--- src/rtl/t08_fetch_pkg.sv ---
// Shared types and constants for the t08 instruction-fetch unit.
package t08_fetch_pkg;

   typedef enum logic [1:0] {
      BOOT = 2'd0,
      REQ  = 2'd1,
      HOLD = 2'd2
   } fetch_state_t;

   localparam int INSTR_W = 32;
   localparam int PC_STEP = 4;

endpackage

--- src/rtl/t08_fetch_if.sv ---
// Request/acknowledge instruction-memory port between the fetch unit and memory.
interface t08_fetch_if #(
   parameter int ADDR_W = 32
);
   import t08_fetch_pkg::*;

   logic               req;
   logic [ADDR_W-1:0]  addr;
   logic               ack;
   logic [INSTR_W-1:0] rdata;

   modport master (output req, addr, input ack, rdata);
   modport slave  (input req, addr, output ack, rdata);

endinterface

--- src/rtl/t08_ras.sv ---
// Circular return-address stack; a push when full overwrites the oldest entry.
module t08_ras #(
   parameter int ADDR_W    = 32,
   parameter int RAS_DEPTH = 4
) (
   input  logic              clk,
   input  logic              nrst,
   input  logic              push,
   input  logic              pop,
   input  logic [ADDR_W-1:0] push_data,
   output logic [ADDR_W-1:0] top,
   output logic              empty,
   output logic              full,
   output logic              underflow
);
   localparam int PTR_W = $clog2(RAS_DEPTH);
   localparam int CNT_W = $clog2(RAS_DEPTH + 1);
   localparam logic [CNT_W-1:0] DEPTH_C = CNT_W'(RAS_DEPTH);
   localparam logic [CNT_W-1:0] CNT_ONE = CNT_W'(1);
   localparam logic [PTR_W-1:0] PTR_ONE = PTR_W'(1);

   logic [ADDR_W-1:0] mem [RAS_DEPTH];
   logic [PTR_W-1:0]  ptr;
   logic [PTR_W-1:0]  ptr_next;
   logic [PTR_W-1:0]  ptr_prev;
   logic [PTR_W-1:0]  wr_idx;
   logic [CNT_W-1:0]  count;
   logic              replace;

   assign ptr_next  = ptr + PTR_ONE;
   assign ptr_prev  = ptr - PTR_ONE;
   assign empty     = (count == '0);
   assign full      = (count == DEPTH_C);
   assign underflow = pop && empty;
   // push+pop on a non-empty stack rewrites the top in place
   assign replace   = push && pop && !empty;
   assign wr_idx    = replace ? ptr : ptr_next;

   always_ff @(posedge clk) begin
      if (push) begin
         mem[wr_idx] <= push_data;
      end
   end

   always_ff @(posedge clk or negedge nrst) begin
      if (!nrst) begin
         ptr   <= '0;
         count <= '0;
         top   <= '0;
      end else if (replace) begin
         top <= push_data;
      end else if (push) begin
         ptr <= ptr_next;
         top <= push_data;
         if (!full) begin
            count <= count + CNT_ONE;
         end
      end else if (pop && !empty) begin
         ptr   <= ptr_prev;
         count <= count - CNT_ONE;
         top   <= (count == CNT_ONE) ? '0 : mem[ptr_prev];
      end
   end

endmodule

--- src/rtl/t08_fetch_unit.sv ---
// t08 instruction fetch: PC generation, single-outstanding imem requests,
// decode handshake and jump/branch/return redirects through a RAS.
//
// state | meaning
// BOOT  | reset state, leaves on the first clock edge
// REQ   | imem_req high at pc, waiting for ack
// HOLD  | instruction presented to decode, waiting for consume
module t08_fetch_unit
   import t08_fetch_pkg::*;
#(
   parameter int                ADDR_W    = 32,
   parameter logic [ADDR_W-1:0] RESET_PC  = '0,
   parameter int                RAS_DEPTH = 4
) (
   input  logic               clk,
   input  logic               nrst,
   input  logic               freeze,
   input  logic               jump,
   input  logic               branch,
   input  logic               ret,
   input  logic [ADDR_W-1:0]  imm_offset,
   t08_fetch_if.master        imem,
   output logic               instr_valid,
   output logic [INSTR_W-1:0] instr,
   output logic [ADDR_W-1:0]  instr_pc,
   output logic [ADDR_W-1:0]  ret_address,
   output logic               ras_empty,
   output logic               ras_err
);
   localparam logic [ADDR_W-1:0] ALIGN_MASK = ~ADDR_W'(3);
   localparam logic [ADDR_W-1:0] PC_INC     = ADDR_W'(PC_STEP);

   fetch_state_t      state;
   logic [ADDR_W-1:0] pc;
   logic [ADDR_W-1:0] link;
   logic [ADDR_W-1:0] target;
   logic [ADDR_W-1:0] ras_top;
   logic              ras_full;
   logic              ras_underflow;
   logic              consume;

   assign consume = (state == HOLD) && !freeze;
   assign link    = instr_pc + PC_INC;

   always_comb begin
      target = link;
      if (ret) begin
         target = ras_empty ? RESET_PC : ras_top;
      end else if (jump || branch) begin
         target = instr_pc + imm_offset;
      end
      target = target & ALIGN_MASK;
   end

   t08_ras #(
      .ADDR_W    (ADDR_W),
      .RAS_DEPTH (RAS_DEPTH)
   ) u_ras (
      .clk       (clk),
      .nrst      (nrst),
      .push      (consume && jump),
      .pop       (consume && ret),
      .push_data (link),
      .top       (ras_top),
      .empty     (ras_empty),
      .full      (ras_full),
      .underflow (ras_underflow)
   );

   assign ret_address = ras_top;
   assign imem.req    = (state == REQ);
   assign imem.addr   = pc;

   always_ff @(posedge clk or negedge nrst) begin
      if (!nrst) begin
         state       <= BOOT;
         pc          <= RESET_PC & ALIGN_MASK;
         instr_valid <= 1'b0;
         instr       <= '0;
         instr_pc    <= '0;
         ras_err     <= 1'b0;
      end else begin
         if (ras_underflow) begin
            ras_err <= 1'b1;
         end
         case (state)
            BOOT: state <= REQ;
            REQ: begin
               if (imem.ack) begin
                  instr       <= imem.rdata;
                  instr_pc    <= pc;
                  instr_valid <= 1'b1;
                  state       <= HOLD;
               end
            end
            HOLD: begin
               if (!freeze) begin
                  pc          <= target;
                  instr_valid <= 1'b0;
                  state       <= REQ;
               end
            end
            default: state <= BOOT;
         endcase
      end
   end

endmodule

--- src/flat_wrapper.sv ---
// flat-port wrapper written by rule: the top's interface ports become plain ports
module t08_fetch_unit_flat import t08_fetch_pkg::*;
#(
   parameter int                ADDR_W    = 32,
   parameter logic [ADDR_W-1:0] RESET_PC  = '0,
   parameter int                RAS_DEPTH = 4
)
  (clk, nrst, freeze, jump, branch, ret, imm_offset, instr_valid, instr, instr_pc, ret_address, ras_empty, ras_err, imem_req, imem_addr, imem_ack, imem_rdata);
  t08_fetch_if #(.ADDR_W(ADDR_W)) imem_i ();
  input  logic clk;
  input  logic nrst;
  input  logic freeze;
  input  logic jump;
  input  logic branch;
  input  logic ret;
  input  logic [ADDR_W-1:0] imm_offset;
  output logic instr_valid;
  output logic [INSTR_W-1:0] instr;
  output logic [ADDR_W-1:0] instr_pc;
  output logic [ADDR_W-1:0] ret_address;
  output logic ras_empty;
  output logic ras_err;
  output wire logic [$bits(imem_i.req)-1:0] imem_req;
  output wire logic [$bits(imem_i.addr)-1:0] imem_addr;
  input wire logic [$bits(imem_i.ack)-1:0] imem_ack;
  input wire logic [$bits(imem_i.rdata)-1:0] imem_rdata;
  assign imem_req = imem_i.req;
  assign imem_addr = imem_i.addr;
  assign imem_i.ack = imem_ack;
  assign imem_i.rdata = imem_rdata;
  t08_fetch_unit #(.ADDR_W(ADDR_W), .RESET_PC(RESET_PC), .RAS_DEPTH(RAS_DEPTH)) u_core (.clk(clk), .nrst(nrst), .freeze(freeze), .jump(jump), .branch(branch), .ret(ret), .imm_offset(imm_offset), .imem(imem_i), .instr_valid(instr_valid), .instr(instr), .instr_pc(instr_pc), .ret_address(ret_address), .ras_empty(ras_empty), .ras_err(ras_err));
endmodule
--- config.mk ---
export PLATFORM = sky130hd
export DESIGN_NAME = t08_fetch_unit_flat
export DESIGN_NICKNAME = d
export VERILOG_FILES = /design/src/rtl/t08_fetch_pkg.sv /design/src/rtl/t08_fetch_if.sv /design/src/rtl/t08_ras.sv /design/src/rtl/t08_fetch_unit.sv /design/src/flat_wrapper.sv
export SDC_FILE = /design/constraint.sdc
export NUM_CORES = 1
export LEC_CHECK = 0
export BUFFER_PORTS_ARGS = -buffer_cell sky130_fd_sc_hd__buf_2
export CAP_MARGIN = 20
export CORE_AREA = 4 4 163 165
export DETAILED_ROUTE_END_ITERATION = 6
export DIE_AREA = 0 0 167 169
export PLACE_DENSITY_LB_ADDON = 0.15
export SLEW_MARGIN = 25
export SYNTH_ARGS = -nofsm -noshare
export SYNTH_HDL_FRONTEND = slang
export SYNTH_SLANG_ARGS = --single-unit
--- constraint.sdc ---
create_clock -name clk -period 4.7 [get_ports clk]
set_input_delay 0.47 -clock clk [delete_from_list [all_inputs] [get_ports clk]]
set_output_delay 0.47 -clock clk [all_outputs]
set_load 0.01 [all_outputs]
==> flow_summary_export.csv <==
group,metric,value,unit
timing,fin_skew,0.0153,ns
worst_setup_path,cpPeakStageDelay,0.53,ns
synth,ys_types,78,
route,wirelength,34600,um
synth,ys_seq_elements,251,
worst_setup_path,crit_slowest_cell,"a2111oi_0",
worst_setup_path,r2r_cells,9,
worst_setup_path,critPathTopFamily,"compound AO/OA/AOI/OAI gates",
cts,root_buffer,"clkbuf_16",
synth,synthCells,1012,
layout,final_cell_mix,"193 x buf_2, 130 x dfrtp_1, 120 x edfxtp_1",
die,start_util,0.497,
power,irDropWorstVdd,0.449,mV
grt,grt_antenna_before_repair,0,
timing,layout_min_cycle_time,3.07,ns
route,postRouteAntennaNets,0,
synth,syn-mean-instance-area,12.3,sq um
timing,max_clock_freq,0.326,GHz
power,power_leakage,0.00603,uW
grt,grt_max_degree,98,
timing,slew-limit-headroom,0.379,
timing,hold_slack,-0.00821,ns
timing,hold_viol_final,3,
hold_path,worst_hold_path_type,"in2async",
route,drt_pass1_iterations,5,
die,io_pins,203,
cts,cts_tree,"built",
run_status,outcome,"finished, violations left",
worst_setup_path,r2r_setup_slack,1.63,ns
worst_setup_path,crit_required,5.10,ns
timing,rsz0062_at_grt,"no",
route,wl_per_cell,22.3,um
synth,synth_warnings,0,
layout,final_common_cell,"buf_2",
grt,grt_pass1_vias,9199,
die,core,25000,sq um
timing,period_share,0.652,
placed_design,dp_hpwl,24700,um
cts,htreeDepth,1,
die,die_w,167,um
cts,cts_max_path_buffers,3,
worst_setup_path,worst_ep_arrival_time,3.47,ns
cts,clock_sinks,251,
cts,clock_latency,0.53,ns
worst_setup_path,worstPathMaxFanout,9,
worst_setup_path,cp-end-kind,"flop",
route,drt_iter0_drc,766,
run_status,failed_checks,"hold timing",
cts,cts_resized,0,
job,maxCapViolations,0,
layout,num-fill-cells,2140,
cts,cts_setup_buffers,0,
synth,synth-edff-count,120,
layout,n_antenna_cell,0,
cts,clkTransAtPathRegs,0.06,ns
grt,grt_overflow,0,
worst_setup_path,reg2reg_to,"u_core.imem.addr[28]",
die,fp-row-count,58,
route,drcViolationCount,0,
synth,yosysSeqAreaShare,0.553,
placed_design,dp_cells,1501,
synth,synthesis.area,12400,sq um
grt,grt_pass1_wl,53800,um
synth,yosysTopAreaCellShare,0.290,
route,vias_per_cell,5.84,
timing,worst_slew_pin_slew,0.931,ns
layout,drive_gt1_frac,0.316,
worst_setup_path,critPathLaunchType,"flop",
synth,synth-main-ff-cell,"dfrtp_1",
synth,yosysTopAreaCell,"edfxtp_1",
timing,tns,0,ns
layout,nNetsFinal,1306,
timing,slew_viol_final,0,
worst_setup_path,path_buf_inv,0,
grt,track_usage,0.242,
placed_design,routabilityCongestion,0.916,
die,die_h,169,um
worst_setup_path,worstPathCellList,"ha_1 -> fa_1 -> a211oi_1 -> nor2_1 -> a2111oi_0 -> o21ai_0 -> a21oi_1 -> xor2_1 -> o22ai_1",
placed_design,numPortBuffers,194,
cts,hold_buffers,0,
layout,final_cells,1550,
worst_setup_path,worstReg2RegStart,"u_core.instr_pc[2]",
die,die_area,28200,sq um
worst_setup_path,path_class,"reg2reg",
cts,cts_inserted_buffers,27,
timing,setup_viol,0,
synth,synthArstFlopShare,0.522,
power,power_density,671,nW/um^2
synth,synth.area.top_cells,"edfxtp_1 29%, dfrtp_1 26%, mux2_2 5.7%",
route,num_vias,9051,
layout,syn2layout_area_growth,17.7,%
[cells by family after synthesis]
family / after synthesis / share of synthesized area
fa+ha+maj: 35 / 0.0358
flops: 251 / 0.553
compound gates: 243 / 0.124
mux: 97 / 0.115
xor+xnor: 58 / 0.0444
simple gates: 256 / 0.103
buf+inv: 71 / 0.0248
other cells: 1 / 0.000301
[Yosys cell counts (14+ instances only)]
cell type	count
dfrtp_1	131
edfxtp_1	120
nand2_1	99
nor2_1	67
a21oi_1	63
mux2_2	63
o21ai_0	57
clkbuf_1	34
ha_1	34
xnor2_1	31
mux4_2	30
a22oi_1	21
xor2_1	21
buf_2	15
nand3_1	14
nand4_1	14
o21ai_1	14
[area by class of cell]
cell class                      count  area, sq um  area share
Inverter                           12         45.0     0.00308
Timing Repair Buffer              213         1130      0.0773
Clock inverter                     10          130     0.00888
Sequential cell                   251         6880       0.470
Multi-Input combinational cell    695         5300       0.362
Clock buffer                       39          741      0.0506
Tap cell                          330          413      0.0282
[stage by stage]
| stage | setup WS [ns] | utilization | power [uW] | hold WS [ns] | instance area (sq um) |
|---|---|---|---|---|---|
| 6_report | 1.63 | 0.585 | 9830 | -0.00821 | 14600 |
| 5_1_grt | 1.46 | 0.585 | 10400 | 0.103 | 14600 |
| 4_1_cts | 1.66 | 0.585 | 9870 | 0.0814 | 14600 |
| 3_5_place_dp | 1.65 | 0.550 | 7740 | 0.470 | 13800 |
| 3_3_place_gp | 1.65 | 0.550 | 7670 | 0.456 | 13800 |
| 2_1_floorplan | 1.41 | - | 6220 | 0.174 | 12500 |
[registers in the layout, summed over array words and instances (netlist names), 2 cells and up]
name / count
u_core.u_ras.ptr: 2
u_core.state: 2
u_core.instr_pc: 30
u_core.instr: 32
u_core.u_ras.top: 30
u_core.u_ras.count: 3
u_core.imem.addr: 30
u_core.u_ras.mem: 120
[where the power goes]
group	internal (uW)	switching, uW	total [uW]
Clock	1260	858	2110
Combinational	1740	2250	3990
Sequential	3000	728	3730
Total	5990	3840	9830
[routing by layer]
metal,vias to the layer above,track usage,wire length [um]
met4,0,0.0541,690
met2,324,0.395,16400
met3,45,0.0488,2590
li1,4161,-,-
met5,-,0,0
met1,4521,0.340,14900
[worst max path at each step]
| stage | depth (start not counted) | slack (ns) | end | from |
|---|---|---|---|---|
| detailed placement | 10 | 1.65 | u_core.imem.addr[30] | imm_offset[2] |
| floorplan | 7 | 1.41 | u_core.u_ras.mem[0][10] | u_core.u_ras.count[0] |
| global placement | 10 | 1.65 | u_core.imem.addr[30] | imm_offset[2] |
| global route | 9 | 1.46 | u_core.imem.addr[26] | u_core.instr_pc[2] |
| finish | 9 | 1.63 | u_core.imem.addr[28] | u_core.instr_pc[2] |
| CTS | 9 | 1.66 | u_core.imem.addr[30] | u_core.instr_pc[2] |
No activity file was read; power rests on OpenSTA's default activity.
